<file path="config.mk">
export PLATFORM = sky130hd
export DESIGN_NAME = serial_subtractor_4b
export DESIGN_NICKNAME = d
export VERILOG_FILES = /design/src/rtl/sub_pkg.sv /design/src/rtl/fulladder.sv /design/src/rtl/serial_subtractor_4b.sv
export SDC_FILE = /design/constraint.sdc
export NUM_CORES = 1
export LEC_CHECK = 0
export ABC_CLOCK_PERIOD_IN_PS = 3200
export CAP_MARGIN = 20
export CORE_MARGIN = 2
export CORE_UTILIZATION = 35
export DETAILED_ROUTE_END_ITERATION = 10
export PLACE_DENSITY = 0.63
export REMOVE_ABC_BUFFERS = 1
export SETUP_SLACK_MARGIN = 0.02
export SYNTH_ARGS = -nofsm -noshare
export SYNTH_HDL_FRONTEND = slang
export SYNTH_HIERARCHICAL = 1
export SYNTH_SLANG_ARGS = --single-unit
export TNS_END_PERCENT = 30
</file>
<file path="constraint.sdc">
create_clock -name clk -period 3.2 [get_ports clk]
set_input_delay 0.48 -clock clk [delete_from_list [all_inputs] [get_ports clk]]
set_output_delay 0.48 -clock clk [all_outputs]
set_load 0.01 [all_outputs]
</file>
<file path="src/rtl/sub_pkg.sv">
// Shared types and defaults for the bit-serial subtractor.
//
// Contents:
//   sub_state_t        FSM state encoding (IDLE, SHIFT, DONE)
//   SUB_WIDTH_DEFAULT  default operand/result width
//   sub_ovf()          signed overflow rule for A - B
package sub_pkg;

  typedef enum logic [1:0] {
    IDLE  = 2'd0,
    SHIFT = 2'd1,
    DONE  = 2'd2
  } sub_state_t;

  localparam int SUB_WIDTH_DEFAULT = 4;

  // A - B overflows only when the operand signs differ and the result sign
  // disagrees with the minuend.
  function automatic logic sub_ovf(input logic a_msb, input logic b_msb, input logic d_msb);
    return (a_msb != b_msb) && (d_msb != a_msb);
  endfunction

endpackage

</file>
<file path="src/rtl/fulladder.sv">
// 1-bit full-adder cell.
//
// Ports:
//   a, b   in   addend bits
//   cin    in   carry in
//   sum    out  a ^ b ^ cin
//   cout   out  majority(a, b, cin)
module fulladder (
  input  logic a,
  input  logic b,
  input  logic cin,
  output logic sum,
  output logic cout
);

  assign sum  = a ^ b ^ cin;
  assign cout = (a & b) | (a & cin) | (b & cin);

endmodule

</file>
<file path="src/rtl/serial_subtractor_4b.sv">
// Bit-serial subtractor: diff = A - B - bin, LSB first, one bit per clock.
//
// A single full-adder slice is fed the inverted subtrahend bit and the
// inverted borrow; with those inversions its sum is the difference bit and
// its inverted carry-out is the next borrow.
//
// Ports:
//   clk    in   clock, all state on posedge
//   reset  in   synchronous active-high reset
//   start  in   request, honoured in IDLE and DONE only
//   A      in   minuend, sampled on an accepted start
//   B      in   subtrahend, sampled on an accepted start
//   bin    in   borrow-in, sampled on an accepted start
//   busy   out  high while bits are processed
//   done   out  one-cycle pulse when diff/bout/ovf become valid
//   diff   out  difference, held until the next result
//   bout   out  borrow-out (1 = unsigned A < B + bin)
//   ovf    out  signed two's-complement overflow
module serial_subtractor_4b
  import sub_pkg::*;
#(
  parameter int unsigned WIDTH = SUB_WIDTH_DEFAULT
) (
  input  logic             clk,
  input  logic             reset,
  input  logic             start,
  input  logic [WIDTH-1:0] A,
  input  logic [WIDTH-1:0] B,
  input  logic             bin,
  output logic             busy,
  output logic             done,
  output logic [WIDTH-1:0] diff,
  output logic             bout,
  output logic             ovf
);

  localparam int unsigned CntW = $clog2(WIDTH) + 1;
  localparam logic [CntW-1:0] CntLast = CntW'(WIDTH - 1);

  sub_state_t state_q, state_d;

  logic [WIDTH-1:0] a_sr_q, a_sr_d;
  logic [WIDTH-1:0] b_sr_q, b_sr_d;
  logic [WIDTH-1:0] d_sr_q, d_sr_d;
  logic             br_q, br_d;
  logic [CntW-1:0]  cnt_q, cnt_d;
  logic             a_msb_q, a_msb_d;
  logic             b_msb_q, b_msb_d;
  logic [WIDTH-1:0] diff_q, diff_d;
  logic             bout_q, bout_d;
  logic             ovf_q, ovf_d;

  // Difference slice
  logic             d;
  logic             fa_cout;
  logic             br_next;
  logic [WIDTH-1:0] d_sr_shift;

  fulladder u_fa (
    .a    (a_sr_q[0]),
    .b    (~b_sr_q[0]),
    .cin  (~br_q),
    .sum  (d),
    .cout (fa_cout)
  );

  assign br_next = ~fa_cout;

  // Current difference bit enters at the MSB so the LSB lands at bit 0
  // after WIDTH shifts.
  always_comb begin
    d_sr_shift            = d_sr_q >> 1;
    d_sr_shift[WIDTH-1]   = d;
  end

  // Next-state and datapath
  always_comb begin
    state_d = state_q;
    a_sr_d  = a_sr_q;
    b_sr_d  = b_sr_q;
    d_sr_d  = d_sr_q;
    br_d    = br_q;
    cnt_d   = cnt_q;
    a_msb_d = a_msb_q;
    b_msb_d = b_msb_q;
    diff_d  = diff_q;
    bout_d  = bout_q;
    ovf_d   = ovf_q;

    unique case (state_q)
      IDLE, DONE: begin
        // DONE accepts start too, which gives back-to-back operation.
        if (start) begin
          state_d = SHIFT;
          a_sr_d  = A;
          b_sr_d  = B;
          br_d    = bin;
          d_sr_d  = '0;
          cnt_d   = '0;
          a_msb_d = A[WIDTH-1];
          b_msb_d = B[WIDTH-1];
        end else begin
          state_d = IDLE;
        end
      end

      SHIFT: begin
        a_sr_d = a_sr_q >> 1;
        b_sr_d = b_sr_q >> 1;
        br_d   = br_next;
        d_sr_d = d_sr_shift;
        if (cnt_q == CntLast) begin
          // Results are published only here, never bit by bit.
          state_d = DONE;
          diff_d  = d_sr_shift;
          bout_d  = br_next;
          ovf_d   = sub_ovf(a_msb_q, b_msb_q, d);
        end else begin
          // Counter stops at CntLast; it never wraps.
          cnt_d = cnt_q + CntW'(1);
        end
      end

      default: state_d = IDLE;
    endcase
  end

  always_ff @(posedge clk) begin
    if (reset) begin
      state_q <= IDLE;
      a_sr_q  <= '0;
      b_sr_q  <= '0;
      d_sr_q  <= '0;
      br_q    <= 1'b0;
      cnt_q   <= '0;
      a_msb_q <= 1'b0;
      b_msb_q <= 1'b0;
      diff_q  <= '0;
      bout_q  <= 1'b0;
      ovf_q   <= 1'b0;
    end else begin
      state_q <= state_d;
      a_sr_q  <= a_sr_d;
      b_sr_q  <= b_sr_d;
      d_sr_q  <= d_sr_d;
      br_q    <= br_d;
      cnt_q   <= cnt_d;
      a_msb_q <= a_msb_d;
      b_msb_q <= b_msb_d;
      diff_q  <= diff_d;
      bout_q  <= bout_d;
      ovf_q   <= ovf_d;
    end
  end

  assign busy = (state_q == SHIFT);
  assign done = (state_q == DONE);
  assign diff = diff_q;
  assign bout = bout_q;
  assign ovf  = ovf_q;

endmodule
</file>
# Yosys cells after proc, flatten, opt, wreduce, memory -nomap -nowiden
# Cells that the tools add are included.
[word_totals]
reg_bits = 26
out_inout_bits = 8
elab_cells = 52
[op_classes]
add_sub_neg = 1
n_eq_ne = 8
mux = 14
bitwise = 10
reduce_logical = 8
[ops]
columns = ["cell", "n"]
rows = [
  ["$pmux W4 S2", 3],
  ["$mux W4", 3],
  ["$mux W3", 2],
  ["$pmux W3 S2", 1],
  ["$reduce_and A2 Y1", 3],
  ["$ne A2 B2 Y1 const B", 2],
  ["$pmux W2 S2", 1],
  ["$add A3 B1 Y3 const B", 1],
  ["$and A1 B1 Y1", 3],
  ["$eq A3 B2 Y1 const B", 1],
  ["$not A1 Y1", 3],
  ["$reduce_and A3 Y1", 1],
  ["$eq A2 B1 Y1 const B", 1],
  ["$eq A2 B2 Y1 const B", 1],
  ["$logic_not A2 Y1", 1],
  ["$mux W1", 2],
  ["$mux W2", 1],
  ["$ne A1 B1 Y1", 2],
  ["$ne A2 B1 Y1 const B", 1],
  ["$or A1 B1 Y1", 2],
  ["$pmux W1 S2", 1],
  ["$reduce_bool A2 Y1", 1],
  ["$reduce_or A2 Y1", 1],
  ["$xor A1 B1 Y1", 2],
  ["$logic_and A1 B1 Y1", 1],
]

# Depth between registers and ports, before layout
[logic_depth]
word_depth = 6
depth_mapped = 6

# Hierarchy
# The synthesis kept the hierarchy.
[by_module_without_submodules]
columns = ["module", "n_inst", "cells_each", "area_per_inst_um2", "seq_area_each_um2"]
rows = [
  ["serial_subtractor_4b", 1, 122, 1027.2, 500.5],
  ["fulladder", 1, 1, 20.0, 0.0],
]

# Worst setup path after synthesis
# No wires, ideal clock.
[synth_timing]
path_type = "register to register"
startpoint = "register cnt_q[0]"
endpoint = "register cnt_q[0]"
setup_ns = 0.067
arrival_time_ns = 1.515
path_slack_ns = 1.618
stages_incl_launch_ff = 7
n_path_buf = 1
cell_sequence = "dfxtp_1 -> ha_1 -> ha_1 -> buf_6 -> or3b_4 -> or2_1 -> a21oi_2"
[synth_via]
elab_chain_cells = 3
[synth_lines]
columns = ["item", "line_no", "source"]
rows = [
  ["start: declaration", "serial_subtractor_4b.sv:46", "logic [CntW-1:0] cnt_q, cnt_d;"],
  ["start signal: assignment", "serial_subtractor_4b.sv:147", "cnt_q <= cnt_d;"],
  ["$add A3 B1 Y3 or $eq A3 B2 Y1 (tied branches)", "serial_subtractor_4b.sv:120, serial_subtractor_4b.sv:112", ""],
  ["$mux W3 or $ne A2 B2 Y1 (tied branches)", "n/a", ""],
  ["$pmux W3 S2 or $reduce_and A3 Y1 (tied branches)", "n/a", ""],
]
# Parallel ways exist; a longest one is shown, timed or not. The select of a mux whose other input is x is not followed.
# A chain may end at the register's enable or synchronous reset.

# Final worst setup path
[layout_timing]
startpoint = "register state_q[0]"
endpoint = "output port busy"
[layout_via]
elab_chain_cells = 1
[layout_lines]
columns = ["item", "line_no", "source"]
rows = [
  ["start: declaration", "serial_subtractor_4b.sv:40", "sub_state_t state_q, state_d;"],
  ["start signal: assignment", "serial_subtractor_4b.sv:142", "state_q <= state_d;"],
  ["$eq A2 B1 Y1", "serial_subtractor_4b.sv:156", "assign busy = (state_q == SHIFT);"],
  ["end: declaration", "serial_subtractor_4b.sv:30", "output logic busy,"],
]
# No other way between the ends.

==> metrics.md <==
| Metric | Value |
|---|---|
| Setup Buffers After CTS | 0 |
| Outcome | finished, final reports clean |
| Die ar. | approximately 3400 um2 |
| Via Count | 898 |
| GRT overflow | 0 |
| Layout cells sized above 1 | 5.11% |
| Min-Delay Path Class | flip-flop to flip-flop |
| ANT nets after route | 0 |
| Total core area | between 2000 and 3000 um2 |
| Die X | between 50 and 60 um |
| GPL Wtd Cong | 0.752 |
| Slew HR | approximately 37% |
| NetSw | 148 uW |
| Placed instance area | 1230 um2 |
| Slowest CP cell | clkdlybuf4s50_1 |
| Area growth, synth to finish | 20.2% |
| Crit. End Element | primary output |
| Final period demand of the worst path | 2.39 ns |
| Worst Path Arrival | approximately 1.9 ns |
| Clock share of power | approximately 25% |
| Vias in the first global route | 831 |
| Routed vias/inst | 5.35 |
| Largest net degree at the start of global routing | 26 |
| Most frequent cells in the layout | dfxtp_1 (25), nand2_1 (22), clkdlybuf4s50_1 (19), a21oi_1 (16), nand3_1 (11) |
| Max Used Layer | met4 |
| DRT Pass-1 Iters | 5 |
| WP buf/inv | 3 |
| Fillers | around 300 |
| Setup CP Type | flip-flop to primary output |
| Largest family of logic cells by synthesized area | simple AND/OR/NAND/NOR gates |
| Crit-path max FO | 20 |
| CTS tree | done |
| CP Cell Sequence | nand2b_1, buf_4, inv_1, clkdlybuf4s50_1 |
| Clock Sinks | 25 |
| Register area share after synthesis | 47.8% |
| Post-Synth Simple-Gate Area | 24.0% |
| Post-Synth Adder-Cell Area | under 10% |
| # setup viols final | 0 |
| Pwr/cell area | around 450 nW/um2 |
| Critical Path RT | 2.72 ns |
| Fin crit share | 74.5% |
| Max Freq | between 400 and 500 MHz |
| CTS H-tree lvls | 1 |
| Worst setup margin | ~0.81 ns |
| Sw frac | about a quarter |
| Diode count | 0 |
| Root buf cell | clkbuf_4 |
| RSZ-0062 raised after global routing | no |
| Largest stage delay on the critical path | 0.60 ns |
| Warnings from Yosys | 6 |
| WL final | about 2100 um |
| First-pass GRT wire length | approximately 3500 um |
| CTS Buf Count | 3 |
| Leading cell type in the layout, fill and taps excluded | dfxtp_1 |
| IO Pins | 20 |
| Post-layout util | 44.9% |
| Hold buffers post-CTS | 0 |
| Antenna violations before repair | 0 |
| Worst-skew pair later-pin latency | around 0.33 ns |
| GRT Total Usage | a little over an eighth |
| Post-synthesis xor/xnor area fraction | 0% |
| Cell internal pwr | between 400 and 500 uW |
| Dpl hpwl | 1410 um |
| Max-slew violations | 0 |
| Post-layout nets | around 150 |
| Synth Cell Area | 1050 um2 |
| Gate Count Post-Synth | 123 |
| PostCTS Resize Cnt | 0 |
| Post-Place Worst Slack | between 1 and 1.5 ns |
| Die Y | around 59 um |
| Clock Skews | about 0.013 ns |
| Peak supply drop | 0.000255 V |
| CP delay by family, top | buffers and inverters |
| WL per Instance | about 12 um |
| DRT met1 WL | between 900 and 1000 um |
| Maxcap violations | 0 |
| Compound-Gate Fraction of Synth Area | roughly 16% |
| DR DRC count | 0 |
| Setup_tns | 0 ns |
| FP Rows | 19 |
| Combinational share of power | around 15% |
| Met2 wire length | between 900 and 1000 um |
| Fin. Hold Viols | 0 |
| Yosys cell types | 23 |
| Initial DRC count | 20 |
| Post-route cell area | ~1300 um2 |
| Mean area per synthesized cell | about 8.5 um2 |
| Reg clk slew, reported paths | approximately 0.14 ns |
| Clock Tree Buf Depth | 2 |
| Worst-Margin Slew | ~0.94 ns |
| # port buffers | 19 |
| Critical Path Start Type | flip-flop |
| Yosys reg bits | 25 |
| Sequential power share | about three fifths |
| Leakage | between 0.0004 and 0.0005 uW |
| Multiplexer share of the synthesized area | 0.956% |
| WL met3 | roughly 120 um |
| Initial core utilization | roughly 37% |
[path summary, 6_finish.rpt]
| check | cells after the start | slack [ns] | end | from |
|---|---|---|---|---|
| max | 4 | 0.81 | busy | state_q[0] |
| min | 2 | 0.46 | diff[2] | diff[2] |
| max reg2reg | 5 | 1.47 | cnt_q[0] | cnt_q[0] |
| min reg2reg | 2 | 0.46 | diff[2] | diff[2] |
[per-layer routing]
metal	up-vias	GRT usage, %
met5	-	0
met4	0	4.87
met3	5	4.40
met2	21	23.9
met1	419	14.3
li1	453	-
[area by class of cell]
type / count / area (um2) / share of cell area, %
tap: 31 / 38.8 / 3.08
inverter: 4 / 15.0 / 1.19
clock inverter: 1 / 5.00 / 0.398
timing repair buffer: 20 / 198 / 15.7
clock buffer: 3 / 22.5 / 1.79
sequential: 25 / 500 / 39.8
multi-input combinational: 84 / 479 / 38.1
[worst register-to-register path: cells and delay by family, from the launching register on]
kind / cells / cell delay, ns
simple gates: 2 / 0.69
fa+ha+maj: 2 / 0.50
flops: 1 / 0.35
compound gates: 1 / 0.12
[registers in the layout (all words and copies together) (netlist names)]
register,flops
ovf,1
br_q,1
bout,1
state_q,2
b_sr_q,4
cnt_q,3
a_msb_q,1
diff,4
b_msb_q,1
a_sr_q,4
d_sr_q,3
[through the flow]
stage	std cells	total power (uW)	hold slack, ns
2_1_floorplan	113	390	0.438
3_3_place_gp	164	423	0.445
3_5_place_dp	164	426	0.448
4_1_cts	168	568	0.467
5_1_grt	168	591	0.482
6_report	168	560	0.463
[power by group through the flow]
stage / Combinational [uW] / Clock, uW / Sequential [uW]
5_1_grt: 92.9 / 159 / 339
3_3_place_gp: 80.9 / 0 / 342
6_report: 83.1 / 141 / 337
3_5_place_dp: 83.0 / 0 / 344
4_1_cts: 83.0 / 148 / 337
2_1_floorplan: 49.2 / 0 / 341
[synth_stat cells, drive strengths merged]
library cell | n | area (um2)
dfxtp | 25 | 500
nand2 | 22 | 82.6
a21oi | 17 | 88.8
nand3 | 11 | 55.1
nor2 | 10 | 37.5
a311oi | 7 | 61.3
buf | 7 | 41.3
inv | 4 | 15.0
clkbuf | 3 | 11.3
nand3b | 3 | 22.5
and2b | 2 | 15.0
ha | 2 | 25.0
nand2b | 2 | 12.5
a211oi | 1 | 7.51
a2bb2oi | 1 | 8.76
a31oi | 1 | 6.26
fa | 1 | 20.0
mux2i | 1 | 10.0
nor4b | 1 | 8.76
or2 | 1 | 6.26
or3b | 1 | 11.3
[logic make-up after synthesis]
family	after synthesis
compound gates	27
fa+ha+maj	3
buf+inv	14
flops	25
mux	1
simple gates	53
(Power assumes the default switching activity.)
